File: src/rtl/hazard_forward_unit.sv
// Hazard resolution for the five-stage pipeline: EX/store forwarding
// selects, load-use and mult/div stalls, and the stall-only RAW mode.
module hazard_forward_unit #(
  parameter int REGADDR_W = 5,
  parameter int LOAD_LAT  = 1,
  parameter int MD_LAT    = 8,
  parameter int FWD_EN    = 1
) (
  input  logic                 clk,
  input  logic                 rst,
  input  logic [REGADDR_W-1:0] ifidrs,
  input  logic [REGADDR_W-1:0] ifidrt,
  input  logic                 ifidmduse,
  input  logic [REGADDR_W-1:0] idexrs,
  input  logic [REGADDR_W-1:0] idexrt,
  input  logic [REGADDR_W-1:0] idexregmuxout,
  input  logic                 idexregwr,
  input  logic                 idexmemrd,
  input  logic                 idexmemwr,
  input  logic                 idexmdstart,
  input  logic                 exmemregwr,
  input  logic                 exmemmemwr,
  input  logic [REGADDR_W-1:0] exmemregmuxout,
  input  logic [REGADDR_W-1:0] exmemrt,
  input  logic                 memwbregwr,
  input  logic [REGADDR_W-1:0] memwbregmuxout,
  output logic [1:0]           aluforward1,
  output logic [1:0]           aluforward2,
  output logic                 memdata,
  output logic                 memdata2,
  output logic                 stall,
  output logic                 bubble,
  output logic                 mdbusy
);

  localparam int LU_W = $clog2(LOAD_LAT + 1);
  localparam int MD_W = $clog2(MD_LAT + 1);

  typedef enum logic {
    LU_IDLE,
    LU_HOLD
  } lu_state_t;

  lu_state_t       lu_state, lu_state_n;
  logic [LU_W-1:0] lu_cnt, lu_cnt_n;
  logic [MD_W-1:0] md_cnt;
  logic            lu_hit, lu_stall, so_haz;

  // register 0 is hardwired, so it never creates a dependency
  function automatic logic hit(
    input logic [REGADDR_W-1:0] a,
    input logic [REGADDR_W-1:0] b
  );
    return (a != '0) && (a == b);
  endfunction

  logic ex_rs, ex_rt, wb_rs, wb_rt;

  assign ex_rs = exmemregwr & hit(exmemregmuxout, idexrs);
  assign ex_rt = exmemregwr & hit(exmemregmuxout, idexrt);
  assign wb_rs = memwbregwr & hit(memwbregmuxout, idexrs);
  assign wb_rt = memwbregwr & hit(memwbregmuxout, idexrt);

  always_comb begin
    aluforward1 = 2'b00;
    aluforward2 = 2'b00;
    memdata     = 1'b0;
    memdata2    = 1'b0;
    if (FWD_EN != 0) begin
      if (ex_rs)      aluforward1 = 2'b10;
      else if (wb_rs) aluforward1 = 2'b01;
      // stores take rt through the memdata path instead
      if (!idexmemwr) begin
        if (ex_rt)      aluforward2 = 2'b10;
        else if (wb_rt) aluforward2 = 2'b01;
      end
      memdata  = exmemmemwr & memwbregwr
               & hit(exmemrt, memwbregmuxout);
      memdata2 = idexmemwr & wb_rt;
    end
  end

  assign lu_hit = idexmemrd & idexregwr
                & (hit(idexregmuxout, ifidrs)
                 | hit(idexregmuxout, ifidrt));

  always_comb begin
    so_haz = 1'b0;
    if (FWD_EN == 0) begin
      so_haz = (idexregwr
               & (hit(idexregmuxout, ifidrs)
                | hit(idexregmuxout, ifidrt)))
             | (exmemregwr
               & (hit(exmemregmuxout, ifidrs)
                | hit(exmemregmuxout, ifidrt)));
    end
  end

  always_ff @(posedge clk or posedge rst) begin
    if (rst) begin
      lu_state <= LU_IDLE;
      lu_cnt   <= '0;
    end else begin
      lu_state <= lu_state_n;
      lu_cnt   <= lu_cnt_n;
    end
  end

  always_comb begin
    lu_state_n = lu_state;
    lu_cnt_n   = lu_cnt;
    lu_stall   = 1'b0;
    case (lu_state)
      LU_IDLE: begin
        if (lu_hit) begin
          lu_stall = 1'b1;
          if (LOAD_LAT > 1) begin
            lu_cnt_n   = LU_W'(LOAD_LAT - 1);
            lu_state_n = LU_HOLD;
          end
        end
      end
      LU_HOLD: begin
        lu_stall = 1'b1;
        lu_cnt_n = lu_cnt - LU_W'(1);
        if (lu_cnt == LU_W'(1)) lu_state_n = LU_IDLE;
      end
      default: lu_state_n = LU_IDLE;
    endcase
  end

  // a new issue restarts the busy window
  always_ff @(posedge clk or posedge rst) begin
    if (rst) begin
      md_cnt <= '0;
    end else if (idexmdstart) begin
      md_cnt <= MD_W'(MD_LAT);
    end else if (md_cnt != '0) begin
      md_cnt <= md_cnt - MD_W'(1);
    end
  end

  assign mdbusy = (md_cnt != '0);
  assign stall  = lu_stall | (mdbusy & ifidmduse) | so_haz;
  assign bubble = stall;

endmodule

File: config.mk
export PLATFORM = sky130hd
export DESIGN_NAME = hazard_forward_unit
export DESIGN_NICKNAME = d
export VERILOG_FILES = /design/src/rtl/hazard_forward_unit.sv
export SDC_FILE = /design/constraint.sdc
export NUM_CORES = 1
export LEC_CHECK = 0
export ABC_AREA = 1
export BUFFER_PORTS_ARGS = -buffer_cell sky130_fd_sc_hd__buf_2
export CELL_PAD_IN_SITES_DETAIL_PLACEMENT = 1
export CELL_PAD_IN_SITES_GLOBAL_PLACEMENT = 1
export CORE_ASPECT_RATIO = 1.4
export CORE_MARGIN = 10
export CORE_UTILIZATION = 24
export DETAILED_ROUTE_END_ITERATION = 8
export HOLD_SLACK_MARGIN = 0.1
export PLACE_DENSITY = 0.73
export SYNTH_ARGS = -nofsm -noshare
export SYNTH_HDL_FRONTEND = slang
export SYNTH_SLANG_ARGS = --single-unit
File: constraint.sdc
create_clock -name clk -period 1.28 [get_ports clk]
set_clock_uncertainty 0.2 [all_clocks]
set_input_delay 0.128 -clock clk [delete_from_list [all_inputs] [get_ports clk]]
set_output_delay 0.128 -clock clk [all_outputs]
set_load 0.005 [all_outputs]
# == After elaboration in Yosys (flattened, before gate mapping) ==
# Index checks and enable logic that the tools add are counted.
# W data, S select, Z words.
# totals
reg_bits,6
input_bits,50
output_inout_bits,9
wordCells,49
# classes
n_addsub,2
eq_ne,7
mux,11
n_bitwise,13
reduce_logical,13
# ops
op,count
$eq A5 B5 Y1,7
$reduce_bool A5 Y1,4
$and A1 B1 Y1,10
$mux W4,2
$logic_and A1 B1 Y1,7
$mux W2,3
$mux W1,5
$reduce_bool A4 Y1,1
$sub A4 B1 Y4 const B,1
$or A1 B1 Y1,2
$pmux W1 S2,1
$reduce_bool A2 Y1,1
$not A1 Y1,1
$sub A1 B1 Y1 const B,1

# == Longest topological paths before layout ==
# logic_depth
word_depth,7
ltp_mapped,9
mapped_depth_nobuf,8

# == Worst setup path before layout ==
# OpenSTA, ideal clock, no wires.
# synth_timing
path_type,reg2out
startpoint,register md_cnt[0]
endpoint,output port stall
t_arrival_ns,1.131
required_time_ns,0.952
slack_ns,-0.179
stages_incl_launch_ff,7
path_buffers,1
cell_sequence,dfrtp_1 -> inv_1 -> ha_1 -> nand3_2 -> a21oi_1 -> nand2_1 -> buf_4
# synth_via
elab_chain_cells,3
# synth_lines
element,line_no,rtl
from (decl),46,logic [MD_W-1:0] md_cnt;
from (signal assigned),137,md_cnt <= MD_W'(MD_LAT);
from (signal assigned),139,md_cnt <= md_cnt - MD_W'(1);
$reduce_bool A4 Y1,143,assign mdbusy = (md_cnt != '0);
named net mdbusy,33,output logic mdbusy
$and A1 B1 Y1,144,assign stall = lu_stall | (mdbusy & ifidmduse) | so_haz;
$or A1 B1 Y1,144,
to (decl),31,"output logic stall,"
# The timed path passes the listed nets, and every way through them passes these cells.

# == Worst setup path in the final report ==
# layout_timing
startpoint,register md_cnt[1]
endpoint,output port bubble
# layout_via
elab_chain_cells,3
# layout_lines
element,line_no,rtl
$reduce_bool A4 Y1,143,
$and A1 B1 Y1,144,
$or A1 B1 Y1,144,
to (decl),32,"output logic bubble,"
# No other way between the ends.

==> impl_metrics.env <==
export IMPL_maxCapViolations=0
export IMPL_num_nets_final=307
export IMPL_cts_root_buf="clkbuf_8"
export IMPL_cts_buffers=3
export IMPL_yosysWarnings=0
export IMPL_synthToLayoutAreaGrowth_pct=71.74
export IMPL_wl_mm=3.969
export IMPL_synth_nets=235
export IMPL_setup_ws_ps=-268.9
export IMPL_drt_iter0_markers=18
export IMPL_netlist_area_leader_share=0.2357
export IMPL_ff2ff_path_depth=7
export IMPL_post_route_drc_count=0
export IMPL_setup_violations=7
export IMPL_grt_max_degree=7
export IMPL_critPathArrivalTime_ps=1220
export IMPL_min_path_type="in2async"
export IMPL_synth_area_sq_um=987.2
export IMPL_r2r_slack_ps=-180
export IMPL_yosysMostFrequentCell="nand2_1"
export IMPL_via_per_inst=4.552
export IMPL_cp_max_fo=2
export IMPL_hold_violations=0
export IMPL_crit_type="reg2out"
export IMPL_maxSlewViolCount=0
export IMPL_period_minus_slack_ps=1549
export IMPL_finish_utilization=0.4289
export IMPL_synth_cell_types=28
export IMPL_ant_nets=0
export IMPL_first_global_vias=1443
export IMPL_r2r_end="md_cnt[1]$_DFFE_PP0P_"
export IMPL_synthTopCellsByArea="nand2_1 (24%), dfrtp_1 (15%), inv_1 (13%)"
export IMPL_slew_headroom=0.8452
export IMPL_clock_latency_ps=220
export IMPL_n_antenna_cell=0
export IMPL_grt_setup_unrepaired="true"
export IMPL_ioPinCount=59
export IMPL_postSynthAreaPerCell_sq_um=5.365
export IMPL_die_area_sq_um=7115
export IMPL_pre_cts_ws_ps=-82.04
export IMPL_p_leak_nw=0.9678
export IMPL_crit_path_cell_trace="inv_2, ha_4, nand3_4, a21oi_2, nand2_1, buf_2"
export IMPL_clkSlewWorstSetupHoldPaths_ps=40
export IMPL_setup_worst_path_start="md_cnt[1]$_DFFE_PP0P_"
export IMPL_htree_levels=1
export IMPL_routabilityCongestion=0.8246
export IMPL_hold_slack_ps=157.1
export IMPL_fmax_mhz=645.6
export IMPL_cp_required_ps=950
export IMPL_synth_ff_latch_count=6
export IMPL_synth_edf_count=0
export IMPL_outcome="complete, but fails checks"
export IMPL_die_x_um=74.21
export IMPL_dr_pass1_iters=4
export IMPL_critPathSlowestCell="dfrtp_1"
export IMPL_ys_flop_type="dfrtp_1"
export IMPL_r2r_start="md_cnt[1]$_DFFE_PP0P_"
export IMPL_grtUsageTotal=0.1078
export IMPL_fin_crit_sh=1.210
export IMPL_clockBufferDepth=2
export IMPL_power_density_nw_per_um2=852.0
export IMPL_slowest_delay_ps=390
export IMPL_yosys_area_top_type="nand2_1"
export IMPL_netlist_instances=184
export IMPL_die_y_um=95.89
export IMPL_rows=27
export IMPL_initial_utilization=0.2498
export IMPL_antenna_found_initial=0
export IMPL_hpwlAfterDp_mm=3.406
export IMPL_cts_tree="built"
export IMPL_wire_per_inst_um=13.36
export IMPL_violations="negative setup slack"
export IMPL_placement_io_buffers=58
export IMPL_yosysSeqAreaShare=0.1521
export IMPL_coreArea_sq_um=3953
export IMPL_grt_first_pass_wirelength_mm=6.341
export IMPL_num_vias=1352
export IMPL_total_power_mw=1.444
export IMPL_crit_path_end_kind="output pin"
export IMPL_async_flop_share=1.000
export IMPL_cp_start_kind="flip-flop"
export IMPL_layout_drive_gt1_share=0.4646
export IMPL_clkSinkCount=6
export IMPL_grt_ovfl_total=0
export IMPL_tightest_slew_ps=232.0
export IMPL_synth_common_cells="nand2_1 (62), inv_1 (33), nor2_1 (21), xnor2_1 (9)"
export IMPL_n_fill_cell=543
export IMPL_peakVddDrop_v=0.0006288
power by group:
| group | leakage, nW | total (mW) | internal [mW] | switching [mW] |
|---|---|---|---|---|
| clock network | 0.0216 | 0.278 | 0.202 | 0.0764 |
| registers | 0.0764 | 0.273 | 0.239 | 0.0338 |
| logic | 0.870 | 0.894 | 0.456 | 0.438 |
| total | 0.968 | 1.44 | 0.896 | 0.548 |
worst max-delay path by stage:
| stage | cells past startpoint | to |
|---|---|---|
| 2_1_floorplan | 6 | stall |
| 3_3_place_gp | 6 | bubble |
| 3_5_place_dp | 6 | bubble |
| 4_1_cts | 6 | bubble |
| 5_1_grt | 6 | bubble |
| 6_report | 6 | bubble |
per-layer routing:
metal,global-route usage,share of wire,up-vias
met5,0,0,-
met4,0.02181,0,0
met3,0.03296,0.070,0
met2,0.2044,0.57,37
met1,0.1120,0.36,617
li1,-,-,698
sequential cells by signal, summed over array words and instances, names as in the netlist:
register  count
lu_cnt        1
md_cnt        4
lu_state      1
cell families (layout without fill, tap and decap cells):
| kind of cell | after synthesis | after routing | share of synthesized area |
|---|---|---|---|
| AO/OA/AOI/OAI | 14 | 14 | 0.08491 |
| XOR/XNOR | 11 | 11 | 0.09760 |
| adder cells (fa/ha/maj) | 1 | 1 | 0.01267 |
| buffers and inverters | 44 | 114 | 0.1749 |
| flip-flops | 6 | 6 | 0.1521 |
| AND/OR/NAND/NOR | 108 | 108 | 0.4778 |
layout by cell type (no fill, tap or decap), types with 3 or more instances in the layout:
master and instances:
buf_2 43, buf_4 10, buf_6 10, buf_8 4, clkbuf_8 3, dfrtp_1 6, inv_1 24, inv_2 11
inv_4 3, inv_6 4, nand2_1 53, nand2_2 9, nand3_1 8, nand4_1 4, nor2_1 17, nor2_2 3
o21ai_1 4, xnor2_1 6, xnor2_2 3
metrics by stage:
stage | cell area, sq um | setup TNS (ps) | cells
6_report | 1695 | -1196 | 297
5_1_grt | 1695 | -1781 | 297
4_1_cts | 1490 | -1155 | 296
3_5_place_dp | 1385 | -312.1 | 289
3_3_place_gp | 1385 | -116.8 | 289
2_1_floorplan | 1011 | -58.63 | 184
worst max-delay path, delay by kind of cell (launching register included):
kind	cells	cell delay, ps
DFF	1	390
AOI/OAI and AO/OA	1	120
adders and majority gates	1	150
and+or+nand+nor	2	130
buffers and inverters	2	220
final cells by class:
cell class,count,area (sq um),share of cell area
well taps,43,53.80,0.03173
clock buffers,3,41.29,0.02435
repair buffers,69,483.0,0.2849
flip-flops and latches,6,150.1,0.08856
inverters,42,185.2,0.1092
multi-input cells,134,782.0,0.4613
timing repair:
item                                    in CTS  in global routing
buffers inserted                             2                  3
hold buffers                                 2                  0
gates resized for setup                      8                 69
endpoints found under the setup margin       9                 12
cloned                                       0                  0
hold endpoints to repair                    10                  0
pin swaps                                    8                 33
No activity file was read; power rests on OpenSTA's default activity.
